File: src/rtl/muldiv_pkg.sv
// muldiv_pkg: shared op/state encodings and helpers for the iterative mul/div sequencer
package muldiv_pkg;
    localparam int N_DEF = 32;
    localparam int CW = $clog2(N_DEF) + 1;

    typedef enum logic [1:0] {OP_MUL, OP_MULHU, OP_DIVU, OP_REMU} op_e;
    typedef enum logic [1:0] {S_IDLE, S_RUN, S_FIN} state_e;

    function automatic logic is_div(input op_e op);
        return op[1];
    endfunction

    // MULHU and REMU take their result from the upper accumulator, MUL and DIVU from the low register
    function automatic logic res_hi(input op_e op);
        return op[0];
    endfunction
endpackage

File: src/rtl/muldiv_if.sv
// muldiv_if: request/response bundle between the core (master) and the mul/div sequencer (slave)
//   start/op/X/Y : request from the core
//   busy/done/result/div_zero : status and result back to the core
interface muldiv_if #(parameter int N = 32);
    import muldiv_pkg::*;
    logic         start;
    op_e          op;
    logic [N-1:0] X;
    logic [N-1:0] Y;
    logic         busy;
    logic         done;
    logic [N-1:0] result;
    logic         div_zero;
    modport master(output start, op, X, Y, input busy, done, result, div_zero);
    modport slave(input start, op, X, Y, output busy, done, result, div_zero);
endinterface

File: src/rtl/Add_Subtractor_nb.sv
// Add_Subtractor_nb: N-bit adder/subtractor; Add_n=0 gives A+B, Add_n=1 gives A-B
//   A, B  : operands
//   Add_n : 0 add, 1 subtract (two's complement)
//   S     : sum/difference
//   C_OUT : carry out; for subtraction 1 means no borrow (A >= B)
module Add_Subtractor_nb #(parameter int N = 33) (
    input  logic [N-1:0] A,
    input  logic [N-1:0] B,
    input  logic         Add_n,
    output logic [N-1:0] S,
    output logic         C_OUT
);
    assign {C_OUT, S} = {1'b0, A} + {1'b0, B ^ {N{Add_n}}} + {{N{1'b0}}, Add_n};
endmodule

File: src/rtl/muldiv_sequencer.sv
// muldiv_sequencer: iterative unsigned MUL/MULHU/DIVU/REMU sharing one N+1-bit add/subtract datapath
//   clk, rst : clock and synchronous active-high reset
//   bus      : muldiv_if.slave (start/op/X/Y in, busy/done/result/div_zero out)
//   Optional macro MULDIV_FAST_DIV_EN: finish in one cycle for X<Y divides and zero-operand multiplies.
module muldiv_sequencer
    import muldiv_pkg::*;
#(
    parameter int N = 32
) (
    input logic     clk,
    input logic     rst,
    muldiv_if.slave bus
);
    localparam int CNT_W = $clog2(N) + 1;

    state_e         state;
    op_e            op_r;
    logic [N-1:0]   xr;
    logic [N-1:0]   yr;
    logic [CNT_W-1:0] cnt;
    // acc is P_hi for multiply and R for divide; lo is P_lo / Q
    logic [N:0]     acc;
    logic [N-1:0]   lo;

    op_e            op_sel;
    logic [N:0]     add_a, add_b, add_s, mul_sum, acc_nx;
    logic [N-1:0]   lo_nx, res_nx;
    logic           add_n, add_c, to_fin, dz_nx;

    Add_Subtractor_nb #(.N(N + 1)) u_addsub (
        .A    (add_a),
        .B    (add_b),
        .Add_n(add_n),
        .S    (add_s),
        .C_OUT(add_c)
    );

    always_comb begin
        op_sel  = (state == S_IDLE) ? bus.op : op_r;
        add_a   = '0;
        add_b   = '0;
        add_n   = 1'b0;
        mul_sum = '0;
        acc_nx  = acc;
        lo_nx   = lo;
        to_fin  = 1'b0;
        dz_nx   = 1'b0;
        if (state == S_IDLE) begin
            acc_nx = '0;
            lo_nx  = is_div(bus.op) ? bus.X : bus.Y;
            // shortcuts preload acc/lo with the final values so the common result mux applies
            if (is_div(bus.op) && bus.Y == '0) begin
                acc_nx = {1'b0, bus.X};
                lo_nx  = '1;
                dz_nx  = 1'b1;
                to_fin = bus.start;
            end
`ifdef MULDIV_FAST_DIV_EN
            else if (is_div(bus.op) && bus.X < bus.Y) begin
                acc_nx = {1'b0, bus.X};
                lo_nx  = '0;
                to_fin = bus.start;
            end else if (!is_div(bus.op) && (bus.X == '0 || bus.Y == '0)) begin
                acc_nx = '0;
                lo_nx  = '0;
                to_fin = bus.start;
            end
`endif
        end else if (state == S_RUN) begin
            to_fin = (cnt == CNT_W'(1));
            if (is_div(op_r)) begin
                add_a  = {acc[N-1:0], lo[N-1]};
                add_b  = {1'b0, yr};
                add_n  = 1'b1;
                acc_nx = add_c ? add_s : add_a;
                lo_nx  = {lo[N-2:0], add_c};
            end else begin
                add_a   = acc;
                add_b   = {1'b0, xr};
                mul_sum = lo[0] ? add_s : acc;
                acc_nx  = {1'b0, mul_sum[N:1]};
                lo_nx   = {mul_sum[0], lo[N-1:1]};
            end
        end
        res_nx = res_hi(op_sel) ? acc_nx[N-1:0] : lo_nx;
    end

    // done/result are loaded on the edge entering FIN so they are visible during the FIN cycle
    always_ff @(posedge clk) begin
        if (rst) begin
            state        <= S_IDLE;
            op_r         <= OP_MUL;
            xr           <= '0;
            yr           <= '0;
            cnt          <= '0;
            acc          <= '0;
            lo           <= '0;
            bus.busy     <= 1'b0;
            bus.done     <= 1'b0;
            bus.result   <= '0;
            bus.div_zero <= 1'b0;
        end else begin
            bus.done <= 1'b0;
            case (state)
                S_IDLE: if (bus.start) begin
                    op_r         <= bus.op;
                    xr           <= bus.X;
                    yr           <= bus.Y;
                    acc          <= acc_nx;
                    lo           <= lo_nx;
                    cnt          <= CNT_W'(N);
                    bus.busy     <= 1'b1;
                    bus.div_zero <= 1'b0;
                    state        <= to_fin ? S_FIN : S_RUN;
                end
                S_RUN: begin
                    acc   <= acc_nx;
                    lo    <= lo_nx;
                    cnt   <= cnt - 1'b1;
                    state <= to_fin ? S_FIN : S_RUN;
                end
                default: begin
                    bus.busy <= 1'b0;
                    state    <= S_IDLE;
                end
            endcase
            if (to_fin) begin
                bus.result   <= res_nx;
                bus.done     <= 1'b1;
                bus.div_zero <= dz_nx;
            end
        end
    end
endmodule

File: src/flat_wrapper.sv
// flat-port wrapper written by rule: the top's interface ports become plain ports
module muldiv_sequencer_flat import muldiv_pkg::*;
#(
    parameter int N = 32
)
  (clk, rst, bus_start, bus_op, bus_X, bus_Y, bus_busy, bus_done, bus_result, bus_div_zero);
  muldiv_if #(.N(N)) bus_i ();
  input logic clk;
  input logic rst;
  input wire logic [$bits(bus_i.start)-1:0] bus_start;
  input wire logic [$bits(bus_i.op)-1:0] bus_op;
  input wire logic [$bits(bus_i.X)-1:0] bus_X;
  input wire logic [$bits(bus_i.Y)-1:0] bus_Y;
  output wire logic [$bits(bus_i.busy)-1:0] bus_busy;
  output wire logic [$bits(bus_i.done)-1:0] bus_done;
  output wire logic [$bits(bus_i.result)-1:0] bus_result;
  output wire logic [$bits(bus_i.div_zero)-1:0] bus_div_zero;
  assign bus_i.start = bus_start;
  assign bus_i.op = bus_op;
  assign bus_i.X = bus_X;
  assign bus_i.Y = bus_Y;
  assign bus_busy = bus_i.busy;
  assign bus_done = bus_i.done;
  assign bus_result = bus_i.result;
  assign bus_div_zero = bus_i.div_zero;
  muldiv_sequencer #(.N(N)) u_core (.clk(clk), .rst(rst), .bus(bus_i));
endmodule
File: config.mk
export PLATFORM = sky130hd
export DESIGN_NAME = muldiv_sequencer_flat
export DESIGN_NICKNAME = d
export VERILOG_FILES = /design/src/rtl/muldiv_pkg.sv /design/src/rtl/muldiv_if.sv /design/src/rtl/Add_Subtractor_nb.sv /design/src/rtl/muldiv_sequencer.sv /design/src/flat_wrapper.sv
export SDC_FILE = /design/constraint.sdc
export NUM_CORES = 1
export LEC_CHECK = 0
export CAP_MARGIN = 20
export CORE_ASPECT_RATIO = 0.9
export CORE_MARGIN = 2
export CORE_UTILIZATION = 61
export CTS_BUF_LIST = sky130_fd_sc_hd__clkbuf_4
export DETAILED_ROUTE_END_ITERATION = 8
export PLACE_DENSITY = 0.84
export SETUP_SLACK_MARGIN = 0.02
export SLEW_MARGIN = 10
export SYNTH_ARGS = -nofsm -noshare
export SYNTH_HDL_FRONTEND = slang
export SYNTH_SLANG_ARGS = --single-unit
File: constraint.sdc
create_clock -name clk -period 7.2 [get_ports clk]
set_clock_uncertainty 0.1 [all_clocks]
set_input_delay 1.08 -clock clk [delete_from_list [all_inputs] [get_ports clk]]
set_output_delay 1.08 -clock clk [all_outputs]
set_load 0.02 [all_outputs]
==> flow_summary.ini <==
[synth]
mappedNetlistArea_sq_um = 12000
yosysWarnings = 0
synth_top_area_share_pct = 29.0
async_flop_share_pct = 0
synth_most_common_cell = nand2_1
synthTopCellsByCount = nand2_1 (259), nor2_1 (181), dfxtp_1 (174), a21oi_1 (168), a211oi_1 (164)
synthFlopType = dfxtp_1
ys_ff_latch = 174
synth_area_per_cell_sq_um = 7.43
yosysSeqAreaShare_pct = 29.0
synth_edf_count = 0
synthTopCellsByArea = dfxtp_1 (29%), a211oi_1 (10%), nand2_1 (8.1%)
yosysTopAreaCell = dfxtp_1
syn_inst = 1617
yosys.cell_types.count = 77
syn_nets = 1721

[global_route]
grt_pass1_wl_mm = 68.0
grt_pass1_vias = 11900
grtUsageTotal_pct = 41.7
antenna_found_initial = 2
grt_start_max_net_pins = 129
grt_overflow = 0

[routing]
drc_errors = 0
vias = 13300
viasPerCell = 7.03
post_drt_wl_per_cell_microns = 23.7
dr.pass1.iters = 7
routed_wl_mm = 44.8
drtIter0Drc = 1926
ant_nets = 0

[clock_network]
cts_hold_buf = 0
clk_latency_ns = 0.62
cts_resized = 0
cts_tree = built
cts_setup_buffers = 0
numCtsBuffers = 17
cts_root_buf = clkbuf_4
cts_max_level = 4
cts_buffer_depth = 2
path_clk_slew_ns = 0.18
cts.sinks = 174

[timing]
timing.final.crit_share_pct = 70.7
drv_slew = 0
fmax_mhz = 196
min_period_ns = 5.09
setup_viol = 0
worst_slew_pin_slew_ns = 1.08
slew_headroom_pct = 28.1
tns_ns = 0
rsz0062_at_grt = false
hold_violations = 0

[power_and_ir_drop]
seq_power_share_pct = 46.2
internal_power_mw = 1.49
swShare_pct = 39.1
total_leakage_power_nw = 4.83
pwr-share-clk_pct = 24.9
p_sw_mw = 0.955
peakVddDrop_mv = 0.124
power_frac_comb_pct = 28.9
powerDensity_nw_per_um2 = 183

[critical_path]
critPathRequiredTime_ns = 7.59
cp.arrival_ns = 5.48
path_max_fanout = 128
critPathKind = reg -> reg
crit_path_start_kind = flip-flop
critPathCaptureType = flip-flop

[floorplanning]
rows = 48
start_util_pct = 62.5
chipHeight_microns = 137
die_area_sq_um = 20800
io_pins = 104
die_x_microns = 152
core_area_sq_um = 19200

[placement]
port_buffers = 103
routabilityCongestion = 1.04
dp.cells = 1853
dp_hpwl_mm = 30.7

[final_layout]
syn_to_final_growth_pct = 10.9
final_cells = 1888
final_core_util_pct = 69.3
layout-drive-gt1-share_pct = 5.81
nNetsFinal = 1727

[flow_run]
cap_violations = 0

[run_status]
status = completed

[worst_hold_path]
hold_path_class = reg -> reg
[worst max-delay path, stage by stage, from the launching register on]
cell and delay, ns:
dfxtp_4 0.64, buf_12 0.60, a21oi_1 0.09, a311o_1 0.38
fa_1 0.48, nor2b_1 0.17, o21bai_1 0.12, a21o_1 0.22
o31ai_1 0.45, o31ai_1 0.24, a21oi_1 0.53, a21boi_0 0.22
xnor2_1 0.17, a221oi_1 0.37, a211oi_1 0.13
[routing by layer]
layer | vias up | global-route usage (%) | wire, microns
met3 | 195 | 10.3 | 5550
met1 | 6175 | 54.9 | 17700
met2 | 956 | 64.1 | 19000
met4 | 0 | 21.0 | 2540
met5 | - | 0 | 0
li1 | 5939 | - | -
[registers in the layout, summed over array words and instances, names as in the netlist]
register	cells
u_core.acc	33
u_core.bus.result	32
u_core.lo	32
u_core.xr	32
u_core.yr	32
u_core.cnt	6
u_core.op_r	2
u_core.state	2
u_core.bus.busy	1
u_core.bus.div_zero	1
u_core.bus.done	1
[per-stage QoR]
step	hold slack (ns)	setup slack, ns	power, mW	area [sq um]
finish	0.358	2.11	2.44	13300
global route	0.377	1.81	2.53	13300
CTS	0.366	2.22	2.40	13300
detailed placement	0.346	2.27	1.82	13000
global placement	0.325	2.33	1.81	13000
floorplan	0.333	2.10	1.58	12000
[layout by cell type, fill, tap and decap left out, drive strengths merged, types with 25 or more instances in the layout]
cell,instances
a211oi,166
a21oi,169
buf,26
clkdlybuf4s50,101
dfxtp,174
ha,34
mux2i,86
nand2,260
nand3,25
nor2,181
nor2b,44
nor3,28
o21ai,37
[path summary, 6_finish.rpt]
path / endpoint / depth (start not counted) / startpoint / slack, ns
setup / recovery: u_core.acc[29]$_SDFFE_PP0P_ / 14 / u_core.op_r[1]$_SDFFE_PP0P_ / 2.11
hold / removal: u_core.bus.result[6]$_SDFFE_PP0P_ / 2 / u_core.bus.result[6]$_SDFFE_PP0P_ / 0.36
setup reg to reg: u_core.acc[29]$_SDFFE_PP0P_ / 14 / u_core.op_r[1]$_SDFFE_PP0P_ / 2.11
hold reg to reg: u_core.bus.result[6]$_SDFFE_PP0P_ / 2 / u_core.bus.result[6]$_SDFFE_PP0P_ / 0.36
[final cells by class]
type / count / area (sq um)
repair buffers: 127 / 1220
inverters: 15 / 56.3
multi-input cells: 1288 / 7950
flip-flops and latches: 174 / 3490
clock inverters: 14 / 151
clock buffers: 18 / 135
diodes: 2 / 5.00
fillers: 1670 / 5890
well taps: 250 / 313
[power groups by stage]
stage	logic, mW	clock network [mW]	registers (mW)
final	0.705	0.608	1.13
after global routing	0.752	0.641	1.14
after CTS	0.682	0.599	1.12
after detailed placement	0.679	0	1.14
after global placement	0.666	0	1.14
after floorplan	0.469	0	1.12
[logic make-up (layout without fill, tap and decap cells)]
group | Yosys count | in the layout | synth area share (%)
simple gates | 595 | 595 | 21.4
compound gates | 532 | 532 | 30.6
flops | 174 | 174 | 29.0
buf+inv | 155 | 174 | 5.09
mux | 93 | 93 | 7.82
fa+ha+maj | 35 | 35 | 3.71
xor+xnor | 33 | 33 | 2.41
other cells | 0 | 2 | 0
Power figures use the tool's default switching activity.
